**src/rtl/hd63701_int_sequencer.sv**
```systemverilog
// HD63701 interrupt priority sequencer.
// Collects the external pins, the timer/SCI level requests and the illegal-opcode TRAP. At an
// opcode-fetch boundary it presents one request and the low byte of its vector ({8'hFF, VEC}).
// WAKE pulses for WAI/SLP when an eligible source appears while idle.
// Build option: define HD63701_INTSEQ_SYNC_EN to put 2-flop synchronisers on NMI_n/IRQ1_n/IRQ2_n;
// without it the pins are registered once.
module hd63701_int_sequencer #(
    parameter int unsigned NMI_EDGE    = 1,  // 1: NMI latched on falling edge, 0: level
    parameter int unsigned ACK_TIMEOUT = 0   // 0: never abandon a request
) (
    input  logic       CLK,
    input  logic       RST,
    input  logic       NMI_n,
    input  logic       IRQ1_n,
    input  logic       IRQ2_n,
    input  logic       SRC_ICF,
    input  logic       SRC_OCF,
    input  logic       SRC_TOF,
    input  logic       SRC_CMI,
    input  logic       SRC_SCI,
    input  logic       TRAP,
    input  logic       INTE,
    input  logic       BOUNDARY,
    input  logic       ACK,
    output logic       REQ,
    output logic [7:0] VEC,
    output logic       WAKE,
    output logic       TMO
);

    typedef enum logic [0:0] {StIdle, StReq} state_e;

    localparam logic [7:0] VecTrap = 8'hEE;
    localparam logic [7:0] VecNmi  = 8'hFC;

    // Pin order in the sync vectors: {NMI_n, IRQ1_n, IRQ2_n}
    logic [2:0] pin_sync_d, pin_sync_q;

`ifdef HD63701_INTSEQ_SYNC_EN
    logic [2:0] pin_meta_d, pin_meta_q;

    // Two-stage synchroniser, first stage
    always_comb begin
        pin_meta_d = {NMI_n, IRQ1_n, IRQ2_n};
        pin_sync_d = pin_meta_q;
    end

    // Synchroniser flops idle high (pins inactive)
    always_ff @(posedge CLK or posedge RST) begin
        if (RST) begin
            pin_meta_q <= 3'b111;
            pin_sync_q <= 3'b111;
        end else begin
            pin_meta_q <= pin_meta_d;
            pin_sync_q <= pin_sync_d;
        end
    end
`else
    // Single pin register
    always_comb begin
        pin_sync_d = {NMI_n, IRQ1_n, IRQ2_n};
    end

    // Pin register idles high (pins inactive)
    always_ff @(posedge CLK or posedge RST) begin
        if (RST) begin
            pin_sync_q <= 3'b111;
        end else begin
            pin_sync_q <= pin_sync_d;
        end
    end
`endif

    state_e      state_d, state_q;
    logic [7:0]  vec_d, vec_q;
    logic        trap_d, trap_q;
    logic        nmi_d, nmi_q;
    logic        nmi_prev_d, nmi_prev_q;
    logic        elig_prev_d, elig_prev_q;
    logic        wake_d, wake_q;
    logic        tmo_d, tmo_q;
    logic [15:0] timer_d, timer_q;

    logic        nmi_s, irq1, irq2, nmi_edge, nmi_pend;
    logic [6:0]  mask_src;
    logic        elig_any;
    logic [7:0]  vec_sel;
    logic        timeout_hit;

    // Eligibility and fixed-priority vector selection
    always_comb begin
        nmi_s    = pin_sync_q[2];
        irq1     = ~pin_sync_q[1];
        irq2     = ~pin_sync_q[0];
        nmi_edge = (NMI_EDGE != 0) && nmi_prev_q && !nmi_s;
        // The edge itself counts so edge mode sees the same pin latency as the level pins
        nmi_pend = (NMI_EDGE != 0) ? (nmi_q || nmi_edge) : !nmi_s;
        mask_src = {irq1, SRC_ICF, SRC_OCF, SRC_TOF, SRC_CMI, irq2, SRC_SCI} & {7{INTE}};
        elig_any = trap_q || nmi_pend || (|mask_src);
        if (trap_q)           vec_sel = VecTrap;
        else if (nmi_pend)    vec_sel = VecNmi;
        else if (mask_src[6]) vec_sel = 8'hF8;
        else if (mask_src[5]) vec_sel = 8'hF6;
        else if (mask_src[4]) vec_sel = 8'hF4;
        else if (mask_src[3]) vec_sel = 8'hF2;
        else if (mask_src[2]) vec_sel = 8'hEC;
        else if (mask_src[1]) vec_sel = 8'hEA;
        else                  vec_sel = 8'hF0;
        timeout_hit = (ACK_TIMEOUT != 0) && (timer_q == 16'(ACK_TIMEOUT - 1));
    end

    // Next-state: arbitration, latch maintenance, ack/timeout handling
    always_comb begin
        state_d     = state_q;
        vec_d       = vec_q;
        trap_d      = trap_q || TRAP;
        nmi_d       = (NMI_EDGE != 0) && (nmi_q || nmi_edge);
        nmi_prev_d  = nmi_s;
        elig_prev_d = elig_any;
        wake_d      = (state_q == StIdle) && elig_any && !elig_prev_q;
        tmo_d       = 1'b0;
        timer_d     = timer_q;
        unique case (state_q)
            StIdle: begin
                if (BOUNDARY && elig_any) begin
                    state_d = StReq;
                    vec_d   = vec_sel;
                    timer_d = '0;
                end
            end
            StReq: begin
                if (ACK) begin
                    state_d = StIdle;
                    // A fresh TRAP pulse or NMI edge in the ack cycle keeps its latch set
                    if (vec_q == VecTrap) begin
                        trap_d = TRAP;
                    end else if (vec_q == VecNmi && NMI_EDGE != 0) begin
                        nmi_d = nmi_edge;
                    end
                end else if (timeout_hit) begin
                    state_d = StIdle;
                    tmo_d   = 1'b1;
                end else begin
                    timer_d = timer_q + 16'd1;
                end
            end
            default: state_d = StIdle;
        endcase
    end

    // State registers
    always_ff @(posedge CLK or posedge RST) begin
        if (RST) begin
            state_q     <= StIdle;
            vec_q       <= 8'h00;
            trap_q      <= 1'b0;
            nmi_q       <= 1'b0;
            nmi_prev_q  <= 1'b1;
            elig_prev_q <= 1'b0;
            wake_q      <= 1'b0;
            tmo_q       <= 1'b0;
            timer_q     <= '0;
        end else begin
            state_q     <= state_d;
            vec_q       <= vec_d;
            trap_q      <= trap_d;
            nmi_q       <= nmi_d;
            nmi_prev_q  <= nmi_prev_d;
            elig_prev_q <= elig_prev_d;
            wake_q      <= wake_d;
            tmo_q       <= tmo_d;
            timer_q     <= timer_d;
        end
    end

    assign REQ  = (state_q == StReq);
    assign VEC  = vec_q;
    assign WAKE = wake_q;
    assign TMO  = tmo_q;

endmodule

```
**config.mk**
```make
export PLATFORM = sky130hd
export DESIGN_NAME = hd63701_int_sequencer
export DESIGN_NICKNAME = d
export VERILOG_FILES = /design/src/rtl/hd63701_int_sequencer.sv
export SDC_FILE = /design/constraint.sdc
export NUM_CORES = 1
export LEC_CHECK = 0
export BUFFER_PORTS_ARGS = -buffer_cell sky130_fd_sc_hd__buf_4
export CAP_MARGIN = 25
export CORE_MARGIN = 2
export CORE_UTILIZATION = 30
export DETAILED_ROUTE_END_ITERATION = 10
export GPL_TIMING_DRIVEN = 0
export PLACE_DENSITY = 0.53
export SLEW_MARGIN = 20
export SYNTH_ARGS = -nofsm -noshare
export SYNTH_HDL_FRONTEND = slang
export SYNTH_SLANG_ARGS = --single-unit
```
**constraint.sdc**
```tcl
create_clock -name CLK -period 2.7 [get_ports CLK]
set_input_delay 0 -clock CLK [delete_from_list [all_inputs] [get_ports CLK]]
set_output_delay 0 -clock CLK [all_outputs]
set_load 0.02 [all_outputs]
```
Word level (Yosys, flattened, before mapping)
Index checks and enable logic that the tools add are counted.

Bits in registers: 17. Output and inout bits: 11.

Bitwise gates (word level): 4. Eq/ne operators: 2. Mux-type cells: 18. Reduce and logical (&&, ||, !) cells: 12.

Operator list (number): 5-bit two-way mux (5); 8-bit two-way mux (3); 8-bit == test, second input constant (2); 1-bit two-way mux (9); 7-bit AND (1); 7-bit OR reduction (1); 1-bit logical AND (4); 1-bit logical OR (4); 1-bit NOT (3); 1-bit zero test (2); 1-bit one-hot mux with 2 select lines (1); 2-bit AND reduction (1).

Depth between registers and ports, before layout
Depth after elaboration: 10. Depth in mapped cells: 4. Mapped depth without buffers: 4.

Worst setup path after synthesis
Ideal clock, no wire load.

Path type: register to register. From: reg nmi_prev_q. To: reg vec_q[1] (netlist: VEC[1]). Setup time: 0.125 ns. Cell stages (with the launch flop): 5. Slack: 1.044 ns. Arrival: 1.531 ns. Path through: dfstp_2 > nor2b_2 > nor4_4 > a311oi_4 > mux2_2.

Word-level cells in the longest chain between the ends: 6. Elaborated cells between the ends (all ways): 8.

RTL lines: start: declaration (line 78) `logic nmi_prev_d, nmi_prev_q;`; start signal: assignment (line 168) `nmi_prev_q <= nmi_prev_d;`; 1-bit logical AND (*) (line 95) `nmi_edge = (NMI_EDGE != 0) && nmi_prev_q && !nmi_s;`; 1-bit logical OR (*) (line 97) `nmi_pend = (NMI_EDGE != 0) ? (nmi_q || nmi_edge) : !nmi_s;`; 1-bit logical OR (2 in series) (line 99) `elig_any = trap_q || nmi_pend || (|mask_src);`; 1-bit logical AND (line 125) `if (BOUNDARY && elig_any) begin`; 2-bit AND reduction (no source line); end signal: assignment (line 165) `vec_q <= vec_d;`; end: declaration (line 75) `logic [7:0] vec_d, vec_q;`.

Every way passes the cells marked *; elsewhere a longest branch is shown, timed or not. A chain may end at the register's enable or synchronous reset.

Final worst setup path
Ends and elaborated chain as after synthesis.

==> results by group <==
Status
  – Status: completed

Global route
  – Met2 global-route usage: 17.1%
  – First-pass GRT wire length: 2.10 mm
  – Largest net degree at the start of global routing: 15
  – GR Util met1: 13.6%
  – Overall routing resource usage: 10.7%
  – Antenna violations before repair: 0
  – GR Util met3: 4.31%
  – Total gr overflow: 0
  – Vias in the first global route: 457
  – Gr busiest metal: met2

Timing
  – Slew @ Worst Pin: 0.517 ns
  – Final setup TNS: 0 ns
  – Final hold violation count: 0
  – # setup viols final: 0
  – Max Slew Vio Count: 0
  – Fmax: 564 MHz
  – Slew margin rel.: 65.5%
  – Period Utilization, post-route: 65.7%
  – Minimum clock period: 1.77 ns
  – Clock skew: 0.00463 ns
  – RSZ-0062 raised after global routing: no
  – Worst Setup Slack, final: 0.927 ns

Power and ir drop
  – Pleak: 0.403 nW
  – Net Switching: 0.126 mW
  – Pwr/cell area: 483 nW/um2
  – Int Pwr: 0.337 mW
  – Sequential cell fraction of total power: 52.5%
  – Clock power frac: 25.8%
  – Combinational share of power: 21.7%
  – Worst IR Drop VDD: 251 uV
  – Sw Share: 27.1%

Placement
  – HPWL Detailed: 941 um
  – Placed Cells: 106
  – Port Buffers: 22
  – Pre-CTS setup slack: 0.922 ns
  – GPL Wtd Cong: 0.725

Critical path
  – Reg2reg end: VEC[1]$_DFFE_PP0P_
  – Startpoint types: flip-flop
  – Buf/Inv on CP: 0
  – End of the critical path: VEC[1]$_DFFE_PP0P_
  – Critical-path cell with the highest stage delay: dfstp_2
  – Setup crit end kind: flip-flop
  – WP data arrival: 1.93 ns
  – CP peak stage delay: 0.51 ns
  – Crit Path Category: reg -> reg
  – Crit path max fanout: 6
  – Req. time, crit path: 2.86 ns
  – R2R Setup Slk: 0.93 ns
  – Critical Path Source: nmi_prev_q$_DFF_PP1_
  – Levels on crit path: 4
  – R2R cell count: 4
  – Crit-path cells: nor2b_2 > nor4_4 > a311oi_4 > mux2_2
  – Crit Reg-Reg Startpoint: nmi_prev_q$_DFF_PP1_
  – CP top delay family: flip-flops

Finish
  – Nets@finish: 102
  – Commonest non-fill, non-tap cell in the layout: buf_4
  – Layout cell share with drive strength beyond 1: 49.4%
  – N_diodes: 0
  – Commonest non-fill, non-tap cells in the layout: 26 x buf_4, 10 x dfrtp_1, 6 x inv_1, 5 x dlygate4sd3_1, 4 x dfstp_2
  – Final instance count without filler cells: 115
  – P&R area growth vs syn: 41.4%
  – Final Util: 44.1%

Routing
  – Vias per cell: 4.40
  – Vias: 506
  – DR DRC count: 0
  – Routed len/inst: 10.3 um
  – Final ANT Viol Nets: 0
  – Drt total wl: 1.19 mm
  – 1st-iter DRT viols: 3
  – Drt pass-1 iters: 4

Synthesis
  – Register area share after synthesis: 52.5%
  – Synth Instances: 55
  – EDFF count, synth: 0
  – Largest family of logic cells by synthesized area: simple AND/OR/NAND/NOR gates
  – Ys Warns: 0
  – Post-synth ARST share: 100%
  – Netlist cell types: 28
  – Mapped Area: 677 um2
  – Prevailing post-synth register cell: dfrtp_1
  – Post-synthesis mux area share: 6.47%
  – Post-Synth Adder-Cell Area: 0%
  – Yosys reg bits: 14
  – Simple-Gate Fraction of Synth Area: 17.7%
  – Post-synthesis compound-gate area fraction: 15.0%
  – Post-Syn Area per Cell: 12.3 um2
  – XOR/XNOR share of the synthesized area: 0%

Floorplanning
  – Core ar.: 2170 um2
  – Initial Utilization: 31.2%
  – Die width: 51.5 um
  – Chip height: 51.5 um
  – Row cnt: 17
  – IO Count: 25
  – Die Area: 2650 um2

Clocking
  – Max clock buf depth: 2
  – Postcts setup bufs: 0
  – CTS root buf: clkbuf_4
  – Clk slew on worst S/H paths: 0.08 ns
  – Quantity of gates resized following cts: 0
  – CTS Buf Count: 3
  – CTS Hold Buffers Added: 5
  – CTS sink cnt: 14
  – H-tree Lvls: 1
  – Worst skew pair latency: 0.27 ns
  – TritonCTS clock tree: done

Job
  – Number of max-cap violations: 0

Worst hold path
  – Tightest Hold Check Type: in -> reg
  – Hold path cells: 3
worst min-delay path by stage:
stage	startpoint	end	slack (ns)
3_3_place_gp	RST	VEC[4]$_DFFE_PP0P_	0.07
6_report	ACK	REQ$_DFF_PP0_	0.009
2_1_floorplan	RST	REQ$_DFF_PP0_	-0.11
4_1_cts	ACK	REQ$_DFF_PP0_	0.004
5_1_grt	ACK	REQ$_DFF_PP0_	0.003
3_5_place_dp	RST	VEC[2]$_DFFE_PP0P_	0.08
power groups by stage:
| stage | logic (mW) | clock network (mW) | registers (mW) |
|---|---|---|---|
| after floorplan | 0.0452 | 0 | 0.256 |
| after global placement | 0.0953 | 0 | 0.247 |
| after detailed placement | 0.0959 | 0 | 0.247 |
| after CTS | 0.102 | 0.127 | 0.243 |
| after global routing | 0.109 | 0.136 | 0.245 |
| final | 0.100 | 0.119 | 0.243 |
cells in the mapped netlist (2+ instances only):
master | number | share of area (%)
buf_4 | 4 | 4.4
dfrtp_1 | 10 | 37
a21oi_1 | 2 | 1.5
o41ai_1 | 2 | 2.6
inv_1 | 6 | 3.3
nand4b_1 | 2 | 2.6
nand2_1 | 2 | 1.1
dfstp_2 | 4 | 16
mux2_2 | 3 | 5.0
a21o_1 | 2 | 2.2
flip-flops by register name, summed over array words and instances (netlist names):
register,cells
VEC,5
REQ,1
trap_q,1
nmi_q,1
elig_prev_q,1
nmi_prev_q,1
pin_sync_q,3
WAKE,1
final cells by class:
class / instances / area, um2
Clock buffer: 4 / 26.3
Fill cell: 212 / 1210
Timing Repair Buffer: 27 / 215
Inverter: 6 / 22.5
Multi-Input combinational cell: 32 / 273
Sequential cell: 14 / 355
Tap cell: 28 / 35.0
Buffer: 4 / 30.0
kinds of logic (layout without fill, tap and decap cells):
kind of cell / after synthesis / count (layout)
AND/OR/NAND/NOR: 15 / 15
flip-flops: 14 / 14
AO/OA/AOI/OAI: 11 / 11
buffers and inverters: 10 / 41
multiplexers: 4 / 4
other: 1 / 2
metrics by stage:
stage / hold slack, ns / power, mW / instance area [um2]
after floorplan: -0.114 / 0.301 / 681
after global placement: 0.0730 / 0.342 / 881
after detailed placement: 0.0758 / 0.343 / 881
after CTS: 0.00358 / 0.472 / 957
after global routing: 0.00253 / 0.490 / 957
final: 0.00882 / 0.463 / 957
worst register-to-register path, delay by kind of cell (launching register included):
kind | cells | cell delay (ns)
flip-flops | 1 | 0.51
AND/OR/NAND/NOR | 2 | 0.35
AO/OA/AOI/OAI | 1 | 0.42
multiplexers | 1 | 0.38
metal layers:
| layer | wire (um) | vias up |
|---|---|---|
| met1 | 549 | 226 |
| met3 | 102 | 0 |
| li1 | - | 260 |
| met5 | 0 | - |
| met2 | 537 | 20 |
| met4 | 0 | 0 |
No activity file was read; power rests on OpenSTA's default activity.
